--- src/rtl/lcd_pkg.sv ---
// lcd_pkg: shared constants and FSM encoding for the LCD number formatter
package lcd_pkg;
  localparam logic [7:0] LCD_CMD_LINE1 = 8'h80;
  localparam logic [7:0] LCD_CMD_LINE2 = 8'hC0;
  localparam logic [7:0] ASCII_ZERO    = 8'h30;
  localparam logic [7:0] ASCII_SPACE   = 8'h20;
  localparam int         MSG_LEN       = 16;
  typedef enum logic [1:0] {IDLE, CONVERT, EMIT} state_t;
endpackage

--- src/rtl/bcd_conv_seq.sv ---
// bcd_conv_seq: sequential double-dabble, 10-bit binary to 4 BCD digits in 10 shifts
module bcd_conv_seq (
  input  logic        clk,
  input  logic        rst,
  input  logic        start,
  input  logic [9:0]  bin,
  output logic        done,
  output logic [15:0] bcd
);
  logic [15:0] bcd_q, bcd_d;
  logic [11:0] adj;
  logic [9:0]  sh_q, sh_d;
  logic [3:0]  cnt_q, cnt_d;
  logic        busy_q, busy_d, done_q, done_d;
  // 1023 keeps the thousands digit below 5, so only the lower three digits need the add-3 fixup
  for (genvar d = 0; d < 3; d++) begin : g_adj
    assign adj[4*d+:4] = bcd_q[4*d+:4] >= 4'd5 ? bcd_q[4*d+:4] + 4'd3 : bcd_q[4*d+:4];
  end
  always_comb begin
    bcd_d  = start ? '0 : busy_q ? {bcd_q[14:12], adj, sh_q[9]} : bcd_q;
    sh_d   = start ? bin : busy_q ? {sh_q[8:0], 1'b0} : sh_q;
    cnt_d  = start ? '0 : busy_q ? cnt_q + 4'd1 : cnt_q;
    busy_d = start || (busy_q && cnt_q != 4'd9);
    done_d = busy_q && cnt_q == 4'd9;
  end
  always_ff @(negedge clk) begin
    if (rst) begin
      bcd_q  <= '0;
      sh_q   <= '0;
      cnt_q  <= '0;
      busy_q <= 1'b0;
      done_q <= 1'b0;
    end else begin
      bcd_q  <= bcd_d;
      sh_q   <= sh_d;
      cnt_q  <= cnt_d;
      busy_q <= busy_d;
      done_q <= done_d;
    end
  end
  assign done = done_q;
  assign bcd  = bcd_q;
endmodule

--- src/rtl/lcd_num_formatter.sv ---
// lcd_num_formatter: formats a 10-bit value as a two-line LCD message (decimal, then binary)
module lcd_num_formatter
  import lcd_pkg::*;
#(
  parameter logic LEAD_BLANK = 1'b1
) (
  input  logic       clk,
  input  logic       rst,
  input  logic       inValid,
  input  logic [9:0] value,
  output logic       inReady,
  output logic       outValid,
  output logic [7:0] outData,
  output logic       outRS,
  input  logic       outReady
);
  state_t      state_q, state_d;
  logic [3:0]  idx_q, idx_d, dig, bi;
  logic [9:0]  val_q, val_d;
  logic [15:0] bcd;
  logic [7:0]  chr;
  logic        conv_done, b3, b2, b1, blank;
  bcd_conv_seq u_conv (
    .clk   (clk),
    .rst   (rst),
    .start (inReady && inValid),
    .bin   (value),
    .done  (conv_done),
    .bcd   (bcd)
  );
  always_comb begin
    state_d = state_q;
    idx_d   = idx_q;
    val_d   = val_q;
    case (state_q)
      IDLE:    if (inValid) begin
        state_d = CONVERT;
        val_d   = value;
      end
      CONVERT: if (conv_done) begin
        state_d = EMIT;
        idx_d   = '0;
      end
      EMIT:    if (outReady) begin
        if (idx_q == 4'(MSG_LEN - 1)) state_d = IDLE;
        else idx_d = idx_q + 4'd1;
      end
      default: state_d = IDLE;
    endcase
  end
  always_ff @(negedge clk) begin
    if (rst) begin
      state_q <= IDLE;
      idx_q   <= '0;
      val_q   <= '0;
    end else begin
      state_q <= state_d;
      idx_q   <= idx_d;
      val_q   <= val_d;
    end
  end
  // a digit blanks only while every more-significant digit is also zero
  always_comb begin
    b3    = LEAD_BLANK && bcd[15:12] == 4'd0;
    b2    = b3 && bcd[11:8] == 4'd0;
    b1    = b2 && bcd[7:4] == 4'd0;
    dig   = idx_q == 4'd1 ? bcd[15:12] : idx_q == 4'd2 ? bcd[11:8] : idx_q == 4'd3 ? bcd[7:4] : bcd[3:0];
    blank = idx_q == 4'd1 ? b3 : idx_q == 4'd2 ? b2 : idx_q == 4'd3 ? b1 : 1'b0;
    bi    = 4'd15 - idx_q;
    chr   = idx_q == 4'd0 ? LCD_CMD_LINE1 :
            idx_q == 4'd5 ? LCD_CMD_LINE2 :
            idx_q <  4'd5 ? (blank ? ASCII_SPACE : ASCII_ZERO | {4'h0, dig}) :
                            ASCII_ZERO | {7'h0, val_q[bi]};
  end
  assign inReady  = state_q == IDLE;
  assign outValid = state_q == EMIT;
  assign outData  = outValid ? chr : 8'h00;
  assign outRS    = outValid && idx_q != 4'd0 && idx_q != 4'd5;
endmodule

--- config.mk ---
export PLATFORM = sky130hd
export DESIGN_NAME = lcd_num_formatter
export DESIGN_NICKNAME = d
export VERILOG_FILES = /design/src/rtl/lcd_pkg.sv /design/src/rtl/bcd_conv_seq.sv /design/src/rtl/lcd_num_formatter.sv
export SDC_FILE = /design/constraint.sdc
export NUM_CORES = 1
export LEC_CHECK = 0
export CORE_UTILIZATION = 50
export DETAILED_ROUTE_END_ITERATION = 8
export PLACE_DENSITY = 0.67
export SYNTH_ARGS = -nofsm -noshare
export SYNTH_HDL_FRONTEND = slang
export SYNTH_SLANG_ARGS = --single-unit
--- constraint.sdc ---
create_clock -name clk -period 2.8 [get_ports clk]
set_input_delay 0.84 -clock clk [delete_from_list [all_inputs] [get_ports clk]]
set_output_delay 0.84 -clock clk [all_outputs]
set_load 0.03 [all_outputs]
* Word level (Yosys, flattened, before mapping)
Index checks and enable logic that the tools add are counted.
** Operators by class
- Add/sub/neg operators :: 6
- Multiplexer cells :: 27
- Multipliers :: 0
- Shift-type cells :: 0
- Reduce and logical (&&, ||, !) cells :: 20
- Magnitude comparators :: 5
- Divide/modulo/power cells :: 0
- Eq/ne operators :: 15
- Bitwise operators :: 0
** Operator list (count)
- 4-bit 2-to-1 mux :: 9
- 8-bit 2-to-1 mux :: 3
- 10-bit 2-to-1 mux :: 2
- 4-bit zero test :: 4
- 4-bit by 2-bit adder with 4-bit output (second input constant) :: 3
- 4-bit by 3-bit greater-or-equal comparator with 1-bit output (second input constant) :: 3
- 5-bit 2-to-1 mux :: 2
- 4-bit by 1-bit adder with 4-bit output (second input constant) :: 2
- 4-bit by 2-bit equality test with 1-bit output (second input constant) :: 2
- 4-bit equality test (second input constant) :: 2
- 2-bit 2-to-1 mux :: 4
- 4-bit case mux with 2 select lines :: 1
- 4-bit AND reduction :: 2
- 1-bit logical AND :: 7
- 2-bit by 1-bit != test with 1-bit output (second input constant) :: 3
- 2-bit case mux with 3 select lines :: 1
- 4-bit by 5-bit < comparator with 1-bit output (second input constant) :: 1
- 1-bit binary-select mux with 4-bit select :: 1
- 4-bit by 1-bit equality test with 1-bit output (second input constant) :: 1
- 4-bit by 3-bit equality test with 1-bit output (second input constant) :: 1
- 4-bit by 3-bit < comparator with 1-bit output (second input constant) :: 1
- 1-bit 2-to-1 mux :: 4
- 2-bit != test (second input constant) :: 2
- 4-bit by 3-bit != test with 1-bit output (second input constant) :: 1
- 10 further kinds :: 11
** Word-level totals
- Output and inout bits :: 11
- Latch bits :: 0
- Logic and storage cells :: 81
- Flip-flop bits (word level) :: 48
- Input port bits :: 14
- Memories :: 0
- Bits in writable memories :: 0
- ROM bits :: 0

* Logic depth before layout (Yosys ltp)
Gate-level depths: netlist of run 1.
- Word-level depth :: 11
- Mapped depth :: 9

* Hierarchy
From an unflattened synthesis of run 1, not the netlist that was laid out.
** Unflattened totals
- Cells, all modules :: 338
- Area total of the unflattened synthesis :: 2790.2 um^2
** Modules (own cells, without submodules)
- bcd_conv_seq :: times used 1, cells an instance 188, seq. area each 640.6 um^2, area an instance 1665.3 um^2
- lcd_num_formatter :: times used 1, cells an instance 150, seq. area each 320.3 um^2, area an instance 1124.8 um^2

==> results of run 1 <==
## state kept, by name, indices dropped and copies added (netlist names)
signal / cells
val_q: 10
state_q: 2
u_conv.busy_q: 1
idx_q: 4
u_conv.sh_q: 10
u_conv.bcd: 16
u_conv.cnt_q: 4
u_conv.done: 1
## repair_timing
| item | 4_1_cts | 5_1_grt |
|---|---|---|
| pin swaps | 10 | 4 |
| setup buffers | 2 | 3 |
| gates resized for setup | 23 | 10 |
| setup endpoints to repair | 58 | 26 |
## layer usage
metal	vias up	GRT usage	part of all wire
met5	-	0	0
met4	0	0.120	0.014
met3	6	0.0713	0.035
met2	50	0.384	0.49
met1	1187	0.306	0.46
li1	1278	-	-
## worst reg2reg max path: cells and delay by family, from the launching register on
family,cells,cell delay [ns]
DFF,1,0.45
AOI/OAI and AO/OA,1,0.07
and+or+nand+nor,1,0.07
buffers and inverters,1,0.43
muxes,1,0.40
## cell type report
class,instances,area [um2],area share
Multi-Input combinational cell,222,1680,0.442
Sequential cell,48,973,0.257
Tap cell,67,83.8,0.0221
Inverter,12,47.5,0.0125
Timing Repair Buffer,85,728,0.192
Clock inverter,50,214,0.0564
Clock buffer,5,68.8,0.0181
## cells in the final DEF (no fill, tap or decap), types with 2 or more instances in the layout
master           count
a21o_1               3
nand4_1              2
xnor2_1              8
nor2_1              23
inv_2                3
xor2_1               4
a21oi_1             26
o22ai_1              4
nand3b_1             2
mux2_2               9
ha_4                 4
nand2_1             39
buf_6               10
o21a_4               2
nand2b_1             9
clkdlybuf4s50_1     10
mux2i_1              8
a221oi_2             2
buf_12               2
o211ai_1             3
inv_1               57
nor2_2               2
buf_4               60
o21ai_0              7
nand3_1             11
dfxtp_1             42
dfxtp_2              4
nand2_4              2
dfxtp_4              2
ha_1                 9
a31oi_1              2
nor3b_1              5
clkbuf_8             5
a21oi_2             11
## logic make-up (layout without fill, tap and decap cells)
group,Yosys count,in the layout,synth area share
DFF,48,48,0.378
adders and majority gates,14,14,0.0688
buffers and inverters,32,152,0.0565
xor gates and xnor gates,12,12,0.0413
muxes,20,20,0.0944
AOI/OAI and AO/OA,67,67,0.155
and+or+nand+nor,109,109,0.206
## where the power goes
group          internal, uW  switching, uW
registers               708           15.4
logic                  80.8           74.8
clock network           348            395
total                  1140            485
## worst min-delay path by stage
stage	endpoint	slack (ns)	cells past startpoint
2_1_floorplan	state_q[0]	0.42	1
3_3_place_gp	state_q[0]	0.44	1
3_5_place_dp	val_q[5]	0.45	2
4_1_cts	state_q[0]	0.44	1
5_1_grt	state_q[0]	0.47	1
6_report	state_q[0]	0.45	1
## through the flow
step / instance area (um2) / power [uW] / setup slack (ns)
2_1_floorplan: 2810 / 936 / -1.17
3_3_place_gp: 3400 / 982 / -1.08
3_5_place_dp: 3400 / 986 / -1.10
4_1_cts: 3750 / 1640 / -1.36
5_1_grt: 3790 / 1740 / -1.46
6_report: 3790 / 1620 / -1.37
==> metrics.yaml, run 1 <==
status: "complete, but fails checks"
violations: "setup timing"
drt_iter0_drc: 99
critPathBufInv: 2
worstPathMaxFanout: 10
gp_congestion: 0.797
synth-warning-count: 0
layout.nets: 450
die_y_um: 73.3
required_ns: 1.96
cts_tree: "built"
hold_path_class: "reg2reg"
syn_area_per_cell_um2: 8.43
root_buffer: "clkbuf_8"
critPathMaxStageDelay_ns: 0.35
firstDrtPassIters: 4
ctsHtreeMaxLevel: 2
worst_slack_ns: -1.37
regToRegSetupSlack_ns: 1.25
drive_gt1_frac: 0.336
stdcell_count: 489
die_w_um: 73.3
worstSetupPathType: "reg2out"
synth_flop_cell: "dfxtp_1"
final.setup_skew_ns: 0.0242
dieArea_um2: 5380
hold_slack_ns: 0.445
grt_pass1_vias: 2431
syn_area_um2: 2540
dp_hpwl_um: 4390
grt_overflow: 0
start_util: 0.528
drt_wl_total_um: 6420
drt-vias-per-instance: 5.16
worstMarginPinSlew_ns: 0.426
yosys-top-cells-area: "dfxtp_1 38%, a21oi_1 7.3%, ha_1 6.9%"
insertion_delay_ns: 0.38
crit_path_end_kind: "output port"
io_pins: 25
peakVddDrop_mv: 0.348
min_from: "u_conv.done"
fin_tns_setup_ns: -12.00
synth_top_area_frac: 0.378
drcViolationCount: 0
regToRegStartpoint: "u_conv.busy_q"
track_usage: 0.244
setup-violations-final: 11
coreArea_um2: 4820
clkTransAtPathRegs_ns: 0.03
crit_family: "compound AO/OA/AOI/OAI gates"
syn_inst: 302
p_leak_uw: 0.00170
synth_top_cell_by_area: "dfxtp_1"
reg2reg_to: "u_conv.sh_q[8]"
cp.depth: 7
fin_util: 0.787
r2r_cells: 4
power_density_nw_per_um2: 428
cts_buffers: 5
max_cap_violations: 0
crit_chain: "buf_4 > ha_4 > nor3b_1 > a21oi_1 > o22ai_1 > a211oi_4 > buf_6"
cts_buffer_depth: 2
vias: 2521
wire_per_inst_um: 13.1
rsz0062_at_grt: "true"
syn_nets: 330
ys_types: 45
portBuffers: 24
cp-start-kind: "flip-flop"
arrival_ns: 3.33
rows: 25
slowest_stage: "dfxtp_4"
crit_end: "outData[3]"
critPathLaunch: "idx_q[1]"
syn2layout_area_growth_pct: 49.0
synth_edf_count: 0
dp.cells: 432
slew_violations: 0
grt_pass1_wl_um: 10100
antenna_found_initial: 0
synth_most_common_cell: "dfxtp_1"
ys_ff_latch: 48
ant_nets: 0
grt_max_degree: 37
clock-sinks: 48
slew-limit-headroom: 0.716
n_fill_cell: 360
ys_seq_area_frac: 0.378
async_reset_ff_frac: 0
netlist_top_cells_count: "48 x dfxtp_1, 40 x nand2_1, 37 x a21oi_1"
hold_violations: 0
num_antenna_cells: 0
cts-hold-fix-buffers: 0
(Power assumes the default switching activity.)
==> run 2: changes to the inputs <==
--- a/config.mk
+++ b/config.mk
@@ -5,6 +5,7 @@
 export SDC_FILE = /design/constraint.sdc
 export NUM_CORES = 1
 export LEC_CHECK = 0
+export CORE_ASPECT_RATIO = 0.8
 export CORE_UTILIZATION = 50
 export DETAILED_ROUTE_END_ITERATION = 8
 export PLACE_DENSITY = 0.67
==> metrics.yaml, run 2 (synthesis gave the netlist of run 1 again) <==
grt_max_degree: 33  # -11%
p_total_uw: 1590  # -1.7%
status: "complete, but fails checks"
power_density_nw_per_um2: 412  # -3.6%
track_usage: 0.268  # +0.0242
coreArea_um2: 4730  # -1.7%
drt_iter0_drc: 153  # +55%
hold_path_class: "reg2reg"
insertion_delay_ns: 0.39  # about the same
die_y_um: 65.8  # -10%
layout_common_cells: "56 x inv_1, 55 x buf_4, 42 x dfxtp_1, 39 x nand2_1, 26 x a21oi_1"
peakVddDrop_mv: 0.298  # -14%
largest_register_ffs: 16  # unchanged
hold_slack_ns: 0.456  # +0.0109 ns
hold_violations: 0  # unchanged
p_leak_uw: 0.00174  # +2.8%
crit_path_end_kind: "output port"
reg2reg_to: "u_conv.cnt_q[3]"
place_area_um2: 3400  # +0.26%
vias: 2549  # +1.1%
root_buffer: "clkbuf_8"
rows: 22  # -12%
io_pins: 25  # unchanged
slew-limit-headroom: 0.638  # -0.0776
dp_hpwl_um: 4680  # +6.7%
final_cell_area_um2: 3870  # +2.0%
arrival_ns: 3.42  # +0.09 ns
regToRegStartpoint: "u_conv.busy_q"
start_util: 0.538  # +0.00921
grt_pass1_vias: 2447  # +0.66%
dieArea_um2: 5380  # about the same
wire_per_inst_um: 13.9  # +5.6%
drt_wl_total_um: 6750  # +5.1%
final.setup_skew_ns: 0.0234  # -0.000820 ns
r2r_cells: 4  # unchanged
die_w_um: 81.8  # +11%
clock-sinks: 48  # unchanged
portBuffers: 24  # unchanged
drive_gt1_frac: 0.337  # +0.000744
num_antenna_cells: 0  # unchanged
ant_nets: 0  # unchanged
worstPathMaxFanout: 6  # -4
gp_congestion: 0.777  # -2.5%
drcViolationCount: 0  # unchanged
worstSetupPathType: "reg2out"
critPathLaunch: "idx_q[0]"
violations: "setup timing"
syn2layout_area_growth_pct: 52.0
final_common_cell: "inv_1"
rsz0062_at_grt: "true"
regToRegSetupSlack_ns: 1.19  # -0.06 ns
cts_tree: "built"
cts_buffer_depth: 2  # unchanged
antenna_found_initial: 0  # unchanged
max_cap_violations: 0  # unchanged
required_ns: 1.96  # about the same
slew_violations: 0  # unchanged
firstDrtPassIters: 6  # +2
cp-start-kind: "flip-flop"
ctsHtreeMaxLevel: 2  # unchanged
grt_overflow: 0  # unchanged
worstMarginPinSlew_ns: 0.542  # +0.116 ns
crit_end: "outData[2]"
drt-vias-per-instance: 5.23  # +1.5%
grt_pass1_wl_um: 10800  # +7.0%
dp.cells: 424  # -1.9%
cts_buffers: 5  # unchanged
layout.nets: 454  # +0.89%
cts-hold-fix-buffers: 0  # unchanged
setup-violations-final: 11  # unchanged
stdcell_count: 487  # -0.41%
worst_slack_ns: -1.46  # -0.0909 ns
clkTransAtPathRegs_ns: 0.04  # about the same
run 2: cell count changes in the layout (fill, tap and decap cells not counted), moves of 2 or more:
cell and delta:
buf_12 +3, buf_4 -5, buf_6 +5, nor2_1 +2, nor2_2 -2
run 2: critical path, stage by stage, from the launching register on:
cell and delay, ns:
dfxtp_4 0.38, buf_6 0.12, inv_6 0.04, ha_4 0.17
buf_6 0.13, o311ai_4 0.22, o21a_4 0.20, nand2_4 0.07
a21oi_2 0.16, buf_6 0.16
run 2: what timing repair did:
| item | 4_1_cts | 5_1_grt |
|---|---|---|
| buffers inserted | 4 | 5 |
| endpoints found under the hold margin | 0 | 0 |
| setup endpoints to repair | 59 | 15 |
| pin swaps | 8 | 10 |
| cloned | 1 | 0 |
| gates resized for setup | 24 | 12 |
run 2: cell type report:
class                           count  area, um2
Inverter                           12       50.0
Timing Repair Buffer               89        837
Sequential cell                    48        971
Tap cell                           60       75.1
Multi-Input combinational cell    222       1660
Clock inverter                     51        204
Fill cell                         327        867
Clock buffer                        5       68.8
run 2: routing by layer:
metal | routed length [um] | up-vias | track usage
met2 | 3110 | 61 | 0.398
met5 | 0 | - | 0
met4 | 46 | 0 | 0.105
met3 | 333 | 8 | 0.0979
li1 | - | 1287 | -
met1 | 3260 | 1193 | 0.352
run 2: worst min-delay path by stage:
stage / endpoint / depth (start not counted) / startpoint / slack (ns)
after global placement: state_q[0] / 1 / u_conv.done / 0.44
after global routing: val_q[8] / 2 / val_q[8] / 0.48
after CTS: state_q[0] / 1 / u_conv.done / 0.44
after detailed placement: state_q[0] / 1 / u_conv.done / 0.44
after floorplan: state_q[0] / 1 / u_conv.done / 0.42
final: val_q[5] / 2 / val_q[5] / 0.46
run 2: where the power goes:
part,switching (uW),internal (uW)
logic,72.2,88.7
clock network,432,273
registers,20.2,708
total,525,1070
run 2: metrics by stage:
step	setup TNS, ns	util	setup slack (ns)
global placement	-31.77	0.719	-1.07
finish	-12.82	0.817	-1.46
floorplan	-8.10	-	-1.17
CTS	-12.52	0.804	-1.45
global route	-13.58	0.817	-1.54
detailed placement	-33.45	0.719	-1.10
==> run 3: changes to the inputs <==
--- a/config.mk
+++ b/config.mk
@@ -9,6 +9,7 @@
 export CORE_UTILIZATION = 50
 export DETAILED_ROUTE_END_ITERATION = 8
 export PLACE_DENSITY = 0.67
+export RECOVER_POWER = 100
 export SYNTH_ARGS = -nofsm -noshare
 export SYNTH_HDL_FRONTEND = slang
 export SYNTH_SLANG_ARGS = --single-unit
==> metrics.yaml, run 3 (synthesis gave the netlist of run 1 again) <==
final_cell_area_um2: 3830  # -0.97%
syn2layout_area_growth_pct: 50.5
hold_violations: 0  # unchanged
final_common_cell: "inv_1"
power_density_nw_per_um2: 414  # +0.49%
rsz0062_at_grt: "true"
antenna_found_initial: 0  # unchanged
largest_register_ffs: 16  # unchanged
worstMarginPinSlew_ns: 0.546  # +0.00452 ns
required_ns: 1.96  # about the same
p_leak_uw: 0.00172  # -1.1%
arrival_ns: 3.42  # about the same
die_y_um: 65.8  # unchanged
slew_violations: 0  # unchanged
drive_gt1_frac: 0.326  # -0.0117
track_usage: 0.268  # unchanged
hold_slack_ns: 0.457  # +0.000564 ns
io_pins: 25  # unchanged
vias: 2533  # -0.63%
coreArea_um2: 4730  # unchanged
ctsHtreeMaxLevel: 2  # unchanged
place_area_um2: 3400  # unchanged
final.setup_skew_ns: 0.0234  # -0.0000396 ns
firstDrtPassIters: 6  # unchanged
worst_slack_ns: -1.46  # -0.000950 ns
num_antenna_cells: 0  # unchanged
hold_path_class: "reg2reg"
start_util: 0.538  # unchanged
crit_path_end_kind: "output port"
dieArea_um2: 5380  # unchanged
clock-sinks: 48  # unchanged
grt_pass1_vias: 2447  # unchanged
drt-vias-per-instance: 5.20  # -0.63%
dp_hpwl_um: 4680  # unchanged
clkTransAtPathRegs_ns: 0.04  # about the same
violations: "setup timing"
portBuffers: 24  # unchanged
layout_common_cells: "56 x inv_1, 54 x buf_4, 42 x dfxtp_1, 40 x nand2_1, 26 x a21oi_1"
peakVddDrop_mv: 0.290  # -2.9%
root_buffer: "clkbuf_8"
layout.nets: 454  # unchanged
worstSetupPathType: "reg2out"
worstPathMaxFanout: 6  # unchanged
die_w_um: 81.8  # unchanged
cts_buffers: 5  # unchanged
drt_wl_total_um: 6730  # -0.27%
insertion_delay_ns: 0.38  # about the same
cts_buffer_depth: 2  # unchanged
cts_tree: "built"
slew-limit-headroom: 0.635  # -0.00302
status: "complete, but fails checks"
dp.cells: 424  # unchanged
max_cap_violations: 0  # unchanged
rows: 22  # unchanged
grt_max_degree: 33  # unchanged
setup-violations-final: 31  # +20
cp-start-kind: "flip-flop"
stdcell_count: 487  # unchanged
grt_pass1_wl_um: 10800  # unchanged
drcViolationCount: 0  # unchanged
ant_nets: 0  # unchanged
gp_congestion: 0.777  # unchanged
grt_overflow: 0  # unchanged
wire_per_inst_um: 13.8  # -0.27%
drt_iter0_drc: 86  # -44%
==> run 3: worst paths after layout <==
check	cells after the start	slack, ns	end	start
min reg2reg	2	0.46	val_q[9]	val_q[9]
max reg2reg	4	1.18	u_conv.cnt_q[3]	u_conv.busy_q
max	9	-1.46	outData[2]	idx_q[0]
min	2	0.46	val_q[9]	val_q[9]
==> run 3: where the power goes <==
| part | switching (uW) | leakage (uW) | internal, uW | total [uW] |
|---|---|---|---|---|
| clock network | 432 | 0.000307 | 273 | 705 |
| registers | 20.1 | 0.000393 | 708 | 728 |
| logic | 70.4 | 0.00102 | 83.1 | 153 |
| total | 523 | 0.00172 | 1060 | 1590 |
==> run 3: area by class of cell <==
class	count	area, um2
clock buffers	5	68.8
clock inverters	51	204
inverters	12	50.0
repair buffers	89	817
multi-input cells	222	1640
fillers	333	905
flip-flops and latches	48	971
well taps	60	75.1
==> run 3: critical path: stages, from the launching register on <==
cell      delay, ns
dfxtp_4        0.38
buf_6          0.12
inv_6          0.04
ha_4           0.17
buf_6          0.13
o311ai_4       0.22
o21a_4         0.20
nand2_4        0.07
a21oi_2        0.16
buf_6          0.16
==> run 3: what timing repair did <==
action                                  in CTS  in global routing
hold buffers                                 0                  0
endpoints found under the setup margin      59                 15
cloned                                       1                  0
buffers inserted                             4                  5
pin swaps                                    8                 10
gates resized for setup                     24                 12
==> run 3: per-layer routing <==
metal  share of wire  GRT usage
met1            0.49      0.352
met3           0.044     0.0979
met2            0.46      0.398
met4          0.0068      0.105
met5               0          0
==> run 3: metrics by stage <==
step                      power [uW]   util  TNS (ns)  setup slack (ns)
after floorplan                  936      -     -8.10             -1.17
after global placement           984  0.719    -31.77             -1.07
after detailed placement         988  0.719    -33.45             -1.10
after CTS                       1620  0.804    -12.52             -1.45
after global routing            1700  0.809    -15.11             -1.54
final                           1590  0.809    -13.48             -1.46
